--- src/rtl/rr_dec_arbiter.sv ---
// rr_dec_arbiter: round-robin arbiter for one shared M-to-N decoded resource.
// It drives a registered binary index (Gidx) and an active-low enable (_gen)
// for an external decoder, plus a registered one-hot grant (Gnt).
// A grant is held until the owner asserts done or drops its request.
// Optional feature: define ARB_TIMEOUT_EN to force-release a grant after
// exactly HOLD_MAX cycles.
module rr_dec_arbiter #(
  parameter int M        = 3,
  parameter int N        = 8,
  parameter int HOLD_MAX = 15
) (
  input  logic         clk,
  input  logic         rst,
  input  logic [N-1:0] req,
  input  logic         done,
  output logic [M-1:0] Gidx,
  output logic         _gen,
  output logic [N-1:0] Gnt
);

  // Reject illegal configurations at elaboration time.
  if (N < 2 || N > (1 << M)) begin : g_bad_n
    $error("rr_dec_arbiter: N must satisfy 2 <= N <= 2**M");
  end
  if (HOLD_MAX < 1) begin : g_bad_hold
    $error("rr_dec_arbiter: HOLD_MAX must be at least 1");
  end

  localparam logic [0:0] IDLE  = 1'b0;
  localparam logic [0:0] GRANT = 1'b1;

  logic [0:0]   state;
  logic [M-1:0] ptr;        // index of the most recent owner
  logic         pick_valid;
  logic [M-1:0] pick_idx;
  logic         rel;        // current grant ends at this edge

  // Round-robin pick: lowest set request above ptr wins, else lowest at or below ptr.
  always_comb begin
    // NOTE: every output of a combinational block gets a default first, so no path leaves it unassigned and no latch is inferred.
    pick_valid = 1'b0;
    pick_idx   = '0;
    // Wrap-around group first; a later assignment overrides an earlier one.
    for (int i = N - 1; i >= 0; i--) begin
      if (req[i] && i <= int'(ptr)) begin
        pick_valid = 1'b1;
        pick_idx   = M'(i);
      end
    end
    // Indices above ptr have priority over the wrap-around group.
    for (int i = N - 1; i >= 0; i--) begin
      if (req[i] && i > int'(ptr)) begin
        pick_valid = 1'b1;
        pick_idx   = M'(i);
      end
    end
  end

`ifdef ARB_TIMEOUT_EN
  localparam int CW = $clog2(HOLD_MAX + 1);

  logic [CW-1:0] hold_cnt;

  // Hold counter: zero while idle (so it is clear on grant entry), saturating count in GRANT.
  always_ff @(posedge clk or posedge rst) begin
    if (rst) begin
      hold_cnt <= '0;
    end else if (state == IDLE) begin
      hold_cnt <= '0;
    end else if (hold_cnt != CW'(HOLD_MAX)) begin
      hold_cnt <= hold_cnt + 1'b1;
    end
  end

  // Release on done, owner request drop, or the last allowed grant cycle.
  always_comb begin
    rel = done || !req[Gidx] || (hold_cnt == CW'(HOLD_MAX - 1));
  end
`else
  // Release on done or owner request drop; no time limit.
  always_comb begin
    rel = done || !req[Gidx];
  end
`endif

  // Arbiter FSM and registered decoder-facing outputs.
  always_ff @(posedge clk or posedge rst) begin
    if (rst) begin
      state <= IDLE;
      Gidx  <= '0;
      _gen  <= 1'b1;
      Gnt   <= '0;
      ptr   <= M'(N - 1);
    end else begin
      // NOTE: sequential state uses non-blocking assignments so every register samples pre-edge values.
      case (state)
        IDLE: begin
          if (pick_valid) begin
            Gidx  <= pick_idx;
            Gnt   <= N'(1) << pick_idx;
            ptr   <= pick_idx;
            _gen  <= 1'b0;
            state <= GRANT;
          end
        end
        GRANT: begin
          // Gidx keeps its value so the decoder input stays stable across release.
          if (rel) begin
            _gen  <= 1'b1;
            Gnt   <= '0;
            state <= IDLE;
          end
        end
        default: begin
          state <= IDLE;
        end
      endcase
    end
  end

endmodule

--- config.mk ---
export PLATFORM = sky130hd
export DESIGN_NAME = rr_dec_arbiter
export DESIGN_NICKNAME = d
export VERILOG_FILES = /design/src/rtl/rr_dec_arbiter.sv
export SDC_FILE = /design/constraint.sdc
export NUM_CORES = 1
export LEC_CHECK = 0
export ABC_AREA = 1
export BUFFER_PORTS_ARGS = -buffer_cell sky130_fd_sc_hd__buf_2
export CAP_MARGIN = 10
export CORE_MARGIN = 2
export CORE_UTILIZATION = 40
export DETAILED_ROUTE_END_ITERATION = 8
export SYNTH_ARGS = -nofsm -noshare
export SYNTH_HDL_FRONTEND = slang
export SYNTH_SLANG_ARGS = --single-unit
--- constraint.sdc ---
create_clock -name clk -period 2 [get_ports clk]
set_clock_uncertainty 0.05 [all_clocks]
set_input_delay 0.2 -clock clk [delete_from_list [all_inputs] [get_ports clk]]
set_output_delay 0.2 -clock clk [all_outputs]
set_load 0.05 [all_outputs]
## Yosys cells after proc, flatten, opt, wreduce, memory -nomap -nowiden

Cells that the tools add are included.

| word-level totals | value |
|---|---|
| register bits after elaboration | 16 |
| input bits | 11 |
| output and inout bits | 12 |

| cells by class | value |
|---|---|
| magnitude comparators | 15 |
| equality and inequality tests | 2 |
| shift-type cells | 1 |
| multiplexer cells | 41 |
| bitwise gates (word level) | 1 |
| reductions and logical operators | 18 |

Operator list:

| kind | number |
|---|---|
| 3-bit 2-to-1 mux | 15 |
| 1-bit 2-to-1 mux | 20 |
| 8-bit 2-to-1 mux | 2 |
| 8-bit one-hot mux with 2 select lines | 1 |
| 1-bit logical AND | 14 |
| 3-bit greater-than comparator (first input constant) | 4 |
| 3-bit less-or-equal comparator (first input constant) | 4 |
| 1-bit by 3-bit left shift with 8-bit output (first input constant) | 1 |
| 2-bit by 3-bit greater-than comparator with 1-bit output (first input constant) | 2 |
| 2-bit by 3-bit less-or-equal comparator with 1-bit output (first input constant) | 2 |
| 3-bit by 4-bit less-than comparator with 1-bit output (second input constant) | 1 |
| 1-bit one-hot mux with 2 select lines | 2 |
| 2-bit AND reduction | 2 |
| 1-bit binary-select mux with 3-bit select | 1 |
| 1-bit by 3-bit greater-than comparator with 1-bit output (first input constant) | 1 |
| 1-bit by 3-bit less-or-equal comparator with 1-bit output (first input constant) | 1 |
| 2-bit by 1-bit inequality test with 1-bit output (second input constant) | 1 |
| 2-bit inequality test (second input constant) | 1 |
| 1-bit logical NOT | 1 |
| 1-bit logical OR | 1 |
| 1-bit inverter | 1 |

## Longest topological paths before layout

Gate-level depths: netlist (run 1).

| depth | value |
|---|---|
| depth in word-level cells | 20 |
| gate-level depth with buffers | 15 |
| depth with buffers taken out | 15 |

## Worst setup path before layout (run 1)

Ideal clock, no wire load.

| timing path | value |
|---|---|
| kind | reg-to-reg |
| start | reg Gidx[0] |
| end | reg Gnt[1] |
| setup time | 0.119 ns |
| data arrival time | 1.534 ns |
| data required time | 1.831 ns |
| path slack | 0.297 ns |
| cell stages (with the launch flop) | 10 |
| clock period less this slack | 1.703 ns |
| path through | dfrtp_1 -> inv_1 -> o21ai_0 -> o211ai_1 -> nand3b_1 -> nand2_1 -> nand2_2 -> clkinv_4 -> nand2_1 -> nand2_1 |

| between the ends | value |
|---|---|
| cells in the longest elaborated chain, start to end | 6 |

Ends and longest elaborated chain:

| item | RTL line | source |
|---|---|---|
| start, declared | 16 | `output logic [M-1:0] Gidx,` |
| start signal, assigned | 99 | `Gidx <= pick_idx;` |
| 1-bit binary-select mux with 3-bit select | 82 | `rel = done \|\| !req[Gidx];` |
| 1-bit 2-to-1 mux (implied by the code) | 82 |  |
| 1-bit logical NOT | 82 |  |
| 1-bit logical OR | 82 |  |
| 2-bit by 1-bit inequality test with 1-bit output (no line) | n/a |  |
| 2-bit AND reduction (no line) | n/a |  |
| end signal, assigned | 100 | `Gnt <= N'(1) << pick_idx;` |
| end, declared | 18 | `output logic [N-1:0] Gnt` |

Every way passes these cells. The select of a mux whose other input is x is not followed.
A chain may end at the register's enable or synchronous reset.

## Final worst setup path (run 1)

| timing path | value |
|---|---|
| start | reg ptr[2] |
| end | reg Gnt[4] |

| between the ends | value |
|---|---|
| cells in the longest elaborated chain, start to end | 20 |
| elaborated cells between the ends (all ways) | 63 |

Ends and longest elaborated chain:

| item | RTL line | source |
|---|---|---|
| start, declared | 33 | `logic [M-1:0] ptr;` |
| start signal, assigned | 93 | `ptr <= M'(N - 1);` |
| start signal, assigned | 101 | `ptr <= pick_idx;` |
| 3-bit less-or-equal comparator | 45 | `if (req[i] && i <= int'(ptr)) begin` |
| 1-bit logical AND | 45 |  |
| 3-bit 2-to-1 mux (8 in a row) | 45 |  |
| 3-bit 2-to-1 mux (7 in a row) | 52 | `if (req[i] && i > int'(ptr)) begin` |
| 1-bit by 3-bit left shift with 8-bit output | 100 |  |
| 8-bit 2-to-1 mux | 98 | `if (pick_valid) begin` |
| 8-bit one-hot mux with 2 select lines | 96 | `case (state)` |

Parallel ways exist; a longest one is shown, timed or not. The select of a mux whose other input is x is not followed.

==> results of run 1 <==
[Yosys cell counts (3+ instances only)]
cell,instances
sky130_fd_sc_hd__nand4_1,4
sky130_fd_sc_hd__o21ai_1,6
sky130_fd_sc_hd__dfstp_2,4
sky130_fd_sc_hd__inv_2,7
sky130_fd_sc_hd__nor2_2,3
sky130_fd_sc_hd__o21ai_2,4
sky130_fd_sc_hd__nand3_1,9
sky130_fd_sc_hd__nor2_1,8
sky130_fd_sc_hd__inv_1,13
sky130_fd_sc_hd__dfrtp_1,12
sky130_fd_sc_hd__o21ai_0,4
sky130_fd_sc_hd__nand2_4,4
sky130_fd_sc_hd__nand2_2,6
sky130_fd_sc_hd__a21oi_1,4
sky130_fd_sc_hd__nand2_1,52
[worst min-delay path, cell delays in order]
cell and delay [ns]:
sky130_fd_sc_hd__buf_2 0.07, sky130_fd_sc_hd__nand3b_1 0.12, sky130_fd_sc_hd__o21ai_1 0.07
[routing by layer]
metal / global-route usage (%) / up-vias / wire length [µm]
met5: 0 / - / 0
met4: 5.10 / 0 / 31
met3: 1.40 / 5 / 93
met2: 27.7 / 21 / 1150
met1: 24.6 / 466 / 1210
li1: - / 541 / -
[timing repair]
action	CTS	global route
endpoints found under the setup margin	0	1
resized for setup	0	1
hold endpoints to repair	12	0
hold buffers	1	0
setup buffers	0	1
[sequential cells by signal, indices dropped and copies added, names as in the netlist]
name	cells
_gen	1
Gnt	8
state	1
Gidx	3
ptr	3
[final cells by class]
type                       instances  share of cell area (%)
inverter                          23                    7.58
clock buffer                       4                    2.07
tap                               30                    2.95
sequential                        16                    31.9
multi-input combinational        112                    45.5
timing repair buffer              24                    10.0
[worst paths after layout]
path                                       endpoint  slack [ns]  depth (start not counted)
worst max-delay path             Gnt[4]$_DFFE_PP0P_        0.23                         15
worst min-delay path                state$_DFF_PP0_        0.17                          3
worst max register to register   Gnt[4]$_DFFE_PP0P_        0.23                         15
worst min register to register     _gen$_DFFE_PP1P_        0.42                          2
max in group asynchronous       Gidx[1]$_DFFE_PP0P_        1.04                          3
min in group asynchronous        Gnt[4]$_DFFE_PP0P_        0.47                          3
[report_power, final]
part / switching, mW / total [mW] / internal [mW]
Combinational: 1.16 / 1.59 / 0.422
Sequential: 0.122 / 0.634 / 0.512
Clock: 0.0939 / 0.171 / 0.0774
Total: 1.38 / 2.39 / 1.01
[cell families after synthesis]
| logic type | Yosys count |
|---|---|
| AO/OA/AOI/OAI | 21 |
| buffers and inverters | 23 |
| flip-flops | 16 |
| AND/OR/NAND/NOR | 91 |
==> impl_metrics.tcl, run 1 <==
set metrics [dict create \
    utilization_pct 50.4 \
    ys_async_sr_fraction_pct 100 \
    final.setup.worst_slack_ns 0.227 \
    cp_data_arrival_time_ns 1.90 \
    cts_num_sinks 16 \
    grt_pass1_wl_mm 4.36 \
    antenna-diode-count 0 \
    top_cells_by_area_synth "sky130_fd_sc_hd__dfrtp_1, sky130_fd_sc_hd__nand2_1, sky130_fd_sc_hd__dfstp_2, sky130_fd_sc_hd__inv_1, sky130_fd_sc_hd__nand3_1" \
    synth_warnings 0 \
    worst_hold_path_type "in2reg" \
    final_max_slew_viol_count 0 \
    max_slew.worst_pin.slew_ns 0.598 \
    vias 1033 \
    status "complete, no violations" \
    startpoint_class "register" \
    clock_tree.htree_level_count 1 \
    placed_cell_area_um2 1220 \
    ir_worst_vdd_uv 847 \
    path_delay_family "simple AND/OR/NAND/NOR gates" \
    seq_area_frac_synth_pct 37.6 \
    synth-seq-cells 16 \
    setup_violations 0 \
    initial_antenna_violation_count 0 \
    core.rowCount 18 \
    grt_remaining_overflow 0 \
    min_delay_startpoint "done" \
    cts_tree "yes" \
    io_pins 23 \
    synthMuxAreaShare_pct 0 \
    cts_made_buffers 3 \
    fillers 262 \
    worst-path-buf-inv 1 \
    worstPathRequired_ns 2.13 \
    synth_xor_area_share_pct 0 \
    cell_with_the_biggest_individual_delay_on_the_critical_path "sky130_fd_sc_hd__dfstp_2" \
    clock_insertion_delay_worst_skew_ns 0.28 \
    cap_viol_max_count 0 \
    final_cell_mix "sky130_fd_sc_hd__nand2_1, sky130_fd_sc_hd__buf_2, sky130_fd_sc_hd__inv_1" \
    cp-end-kind "register" \
    finish.net_count 191 \
    post_synth_num_cell_types 24 \
    die_w_um 55.9 \
    die_area_um2 3120 \
    finalHoldWorstSlack_ns 0.173 \
    dp.cells 203 \
    highest_fanout_seen_on_the_critical_path 9 \
    regArea_um2 405 \
    clock_tree.root_cell "sky130_fd_sc_hd__clkbuf_4" \
    total_power_mw 2.39 \
    first_global_vias 991 \
    power-per-cell-area_nw_per_um2 1880 \
    detailed_place_hpwl_mm 2.02 \
    io_buffer_count 22 \
    timing.fmax_mhz 564 \
    drt_iter0_drcs 39 \
    setup-tns-final_ns 0 \
    crit_chain "inv_2, nor2_2, nand3_1, nand2_1, nand2_1, nand2_1, nand2_1, nand2_1, nand2_1, nand2_1, nand2_2, nand2_4, nand2_4, nand3_1, nand2_1" \
    combinational_family_with_the_most_area_after_synthesis "simple AND/OR/NAND/NOR gates" \
    drc 0 \
    post_synth.cell_area_avg_um2 7.13 \
    syn_nets 162 \
    share_of_layout_cells_above_drive_strength_1_pct 34.6 \
    worst_setup_path_category "reg2reg" \
    yosys.area_share.adder_pct 0 \
    critical-path-top-cell-by-count "sky130_fd_sc_hd__nand2_1" \
    final_antenna_net_count 0 \
    final_min_period_over_clock_period_pct 88.6 \
    grt_usage_pct 17.2 \
    max_slew_margin_pct 60.1 \
    setup_slack_at_placement_ns 0.214 \
    clk_pin_slew_worst_paths_ns 0.09 \
    synth_compound_gate_area_share_pct 12.1 \
    yosys_most_used_dff "sky130_fd_sc_hd__dfrtp_1" \
    chipHeight_um 55.9 \
    grt_start_max_net_pins 17 \
    timing.critical_path.from "ptr[2]$_DFFE_PP1P_" \
    synth_top_area_cell "sky130_fd_sc_hd__dfrtp_1" \
    synth_top_area_share_pct 27.9 \
    fp.coreArea_um2 2520 \
    multi_input_comb_area_um2 578 \
    critical_path.max_stage_delay_ns 0.58 \
    final_cell_count_no_fill 209 \
    syn2layout_area_growth_pct 18.0 \
    synth_enable_flop_cells 0 \
    totalWireLength_mm 2.48 \
    vias_per_cell 4.94 \
    final_period_minus_worst_setup_slack_ns 1.77 \
    detail_route.wl_per_cell_um 11.9 \
    ctsLongestPathBuffers 2 \
    start_util_pct 42.7 \
    finalInstanceArea_um2 1270 \
    netlist_instances 151 \
    cellLeakagePower_nw 0.706 \
    firstDrtPassIters 4 \
    mappedNetlistArea_um2 1080 \
    finalHoldViolCount 0 \
    synth-simple-area-share_pct 41.3 \
    final_common_cell "sky130_fd_sc_hd__nand2_1" \
    critical_path.reg2reg.startpoint "ptr[2]$_DFFE_PP1P_" \
    rsz_0062_raised_after_global_routing "false" \
    gpl.final_weighted_congestion 0.866 \
]
Note: power is estimated with default switching activity, not from simulation.
==> inputs of run 2 (changes only) <==
CORE_UTILIZATION = 53   (was 40)
GPL_ROUTABILITY_DRIVEN = 0   (was unset)
PLACE_DENSITY = 0.78   (was unset)
==> run 2 against run 1 <==
Critical path type unchanged. Critical endpoint is now Gnt[2]$_DFFE_PP0P_. Highest routed layer unchanged. Largest power group unchanged. Count of clock-buffer cells in the layout unchanged. Clock power is essentially flat. Critical path depth unchanged.
==> impl_metrics.tcl, run 2 (synthesis gave the netlist of run 1 again) <==
set metrics [dict create \
    dp.cells 200 \
    drc 0 \
    io_buffer_count 22 \
    max_slew_margin_pct 60.0 \
    final_cell_mix "sky130_fd_sc_hd__nand2_1, sky130_fd_sc_hd__buf_2, sky130_fd_sc_hd__inv_1" \
    critical_path.reg2reg.startpoint "ptr[2]$_DFFE_PP1P_" \
    cts_num_sinks 16 \
    clock_insertion_delay_worst_skew_ns 0.29 \
    vias 1069 \
    placed_cell_area_um2 1220 \
    vias_per_cell 5.21 \
    clock_tree.root_cell "sky130_fd_sc_hd__clkbuf_4" \
    largest_register_ff_count 8 \
    detailed_place_hpwl_mm 1.95 \
    worstPathRequired_ns 2.13 \
    share_of_layout_cells_above_drive_strength_1_pct 33.7 \
    setup_violations 0 \
    cp_data_arrival_time_ns 1.92 \
    resized_after_cts 0 \
    rsz_0062_raised_after_global_routing "false" \
    clock_tree.htree_level_count 1 \
    grt_start_max_net_pins 17 \
    ctsLongestPathBuffers 2 \
    timing.fmax_mhz 560 \
    worst_r2r_endpoint "Gnt[2]$_DFFE_PP0P_" \
    drt_iter0_drcs 37 \
    highest_fanout_seen_on_the_critical_path 9 \
    largest_register "Gnt" \
    cts_made_buffers 3 \
    cap_viol_max_count 0 \
    firstDrtPassIters 4 \
    final_max_slew_viol_count 0 \
    ir_worst_vdd_uv 1260 \
    final_period_minus_worst_setup_slack_ns 1.79 \
    cts_tree "yes" \
    cellLeakagePower_nw 0.701 \
    status "complete, no violations" \
    die_w_um 49.1 \
    finalHoldViolCount 0 \
    totalWireLength_mm 2.49 \
    worst-r2r-setup-slack_ns 0.21 \
    final_min_period_over_clock_period_pct 89.3 \
    hold-path-cell-count 3 \
    fp.coreArea_um2 1940 \
    final_common_cell "sky130_fd_sc_hd__nand2_1" \
    clk_pin_slew_worst_paths_ns 0.09 \
    r2r.worst_path.cells 15 \
    worst_setup_path_category "reg2reg" \
    die_area_um2 2410 \
    power-per-cell-area_nw_per_um2 1900 \
    start_util_pct 55.5 \
    min_delay_startpoint "done" \
    max_slew.worst_pin.slew_ns 0.599 \
    finalInstanceArea_um2 1260 \
    startpoint_class "register" \
    core.rowCount 16 \
    grt_usage_pct 22.5 \
    grt_remaining_overflow 0 \
    worst_hold_path_type "in2reg" \
    detail_route.wl_per_cell_um 12.1 \
    grt_pass1_wl_mm 4.26 \
    setup-tns-final_ns 0 \
    io_pins 23 \
    worstHoldEndpoint "state$_DFF_PP0_" \
    largest_registers "Gnt x8, Gidx x3, ptr x3" \
    syn2layout_area_growth_pct 16.7 \
    initial_antenna_violation_count 0 \
    antenna-diode-count 0 \
    cp-end-kind "register" \
    final_antenna_net_count 0 \
    chipHeight_um 49.1 \
    finish.net_count 190 \
    final_cell_count_no_fill 205 \
    first_global_vias 1011 \
    post_cts_setup_buffer_count 0 \
]
[run 2: cell types whose count changed in the layout (fill, tap and decap cells not counted)]
cell | previous run | this run
sky130_fd_sc_hd__nor2_2 | 4 | 3
sky130_fd_sc_hd__buf_4 | 1 | 0
sky130_fd_sc_hd__nor2_1 | 7 | 8
[run 2: through the flow]
stage | hold slack [ns] | power [mW] | util, % | setup slack, ns
after detailed placement | 0.241 | 2.21 | 62.9 | 0.227
after floorplan | 0.0609 | 1.88 | - | 0.297
after CTS | 0.166 | 2.40 | 64.8 | 0.215
after global placement | 0.225 | 2.16 | 62.9 | 0.248
final | 0.179 | 2.39 | 64.8 | 0.213
after global routing | 0.157 | 2.58 | 64.8 | 0.0460
[run 2: repair_timing]
| item | in CTS | in global routing |
|---|---|---|
| endpoints found under the hold margin | 12 | 0 |
| hold buffers | 1 | 0 |
| setup endpoints to repair | 0 | 0 |
[run 2: metal layers]
metal / GRT usage, % / vias to the layer above / share of wire [%]
li1: - / 536 / -
met1: 27.5 / 495 / 43
met4: 11.4 / 0 / 2.3
met5: 0 / - / 0
met3: 2.45 / 7 / 4.0
met2: 39.0 / 31 / 50
[run 2: power by group]
part | internal, mW | switching (mW) | leakage [nW]
combinational | 0.408 | 1.17 | 0.487
clock | 0.0775 | 0.0948 | 0.0150
sequential | 0.512 | 0.126 | 0.199
total | 0.998 | 1.39 | 0.701
[run 2: area by class of cell]
cell class / count / area [µm²]
fillers: 188 / 684
multi-input cells: 112 / 576
flip-flops and latches: 16 / 405
repair buffers: 23 / 120
inverters: 23 / 96.3
well taps: 27 / 33.8
clock buffers: 4 / 26.3
[run 2: worst max path at each step]
stage | start | to | slack (ns) | cells after the start
after floorplan | Gidx[0]$_DFFE_PP0P_ | Gnt[1]$_DFFE_PP0P_ | 0.30 | 9
after global placement | ptr[2]$_DFFE_PP1P_ | Gnt[0]$_DFFE_PP0P_ | 0.25 | 15
after detailed placement | ptr[2]$_DFFE_PP1P_ | Gnt[0]$_DFFE_PP0P_ | 0.23 | 15
after CTS | ptr[2]$_DFFE_PP1P_ | Gnt[0]$_DFFE_PP0P_ | 0.21 | 15
after global routing | ptr[2]$_DFFE_PP1P_ | Gnt[6]$_DFFE_PP0P_ | 0.05 | 15
final | ptr[2]$_DFFE_PP1P_ | Gnt[2]$_DFFE_PP0P_ | 0.21 | 15
[run 2: critical path, stage by stage, from the launching register on]
cell	delay, ns
sky130_fd_sc_hd__dfstp_2	0.58
sky130_fd_sc_hd__inv_2	0.10
sky130_fd_sc_hd__nor2_2	0.14
sky130_fd_sc_hd__nand3_1	0.08
sky130_fd_sc_hd__nand2_1	0.06
sky130_fd_sc_hd__nand2_1	0.05
sky130_fd_sc_hd__nand2_1	0.05
sky130_fd_sc_hd__nand2_1	0.05
sky130_fd_sc_hd__nand2_1	0.05
sky130_fd_sc_hd__nand2_1	0.04
sky130_fd_sc_hd__nand2_1	0.06
sky130_fd_sc_hd__nand2_2	0.06
sky130_fd_sc_hd__nand2_4	0.09
sky130_fd_sc_hd__nand2_4	0.08
sky130_fd_sc_hd__nand3_1	0.09
sky130_fd_sc_hd__nand2_1	0.06
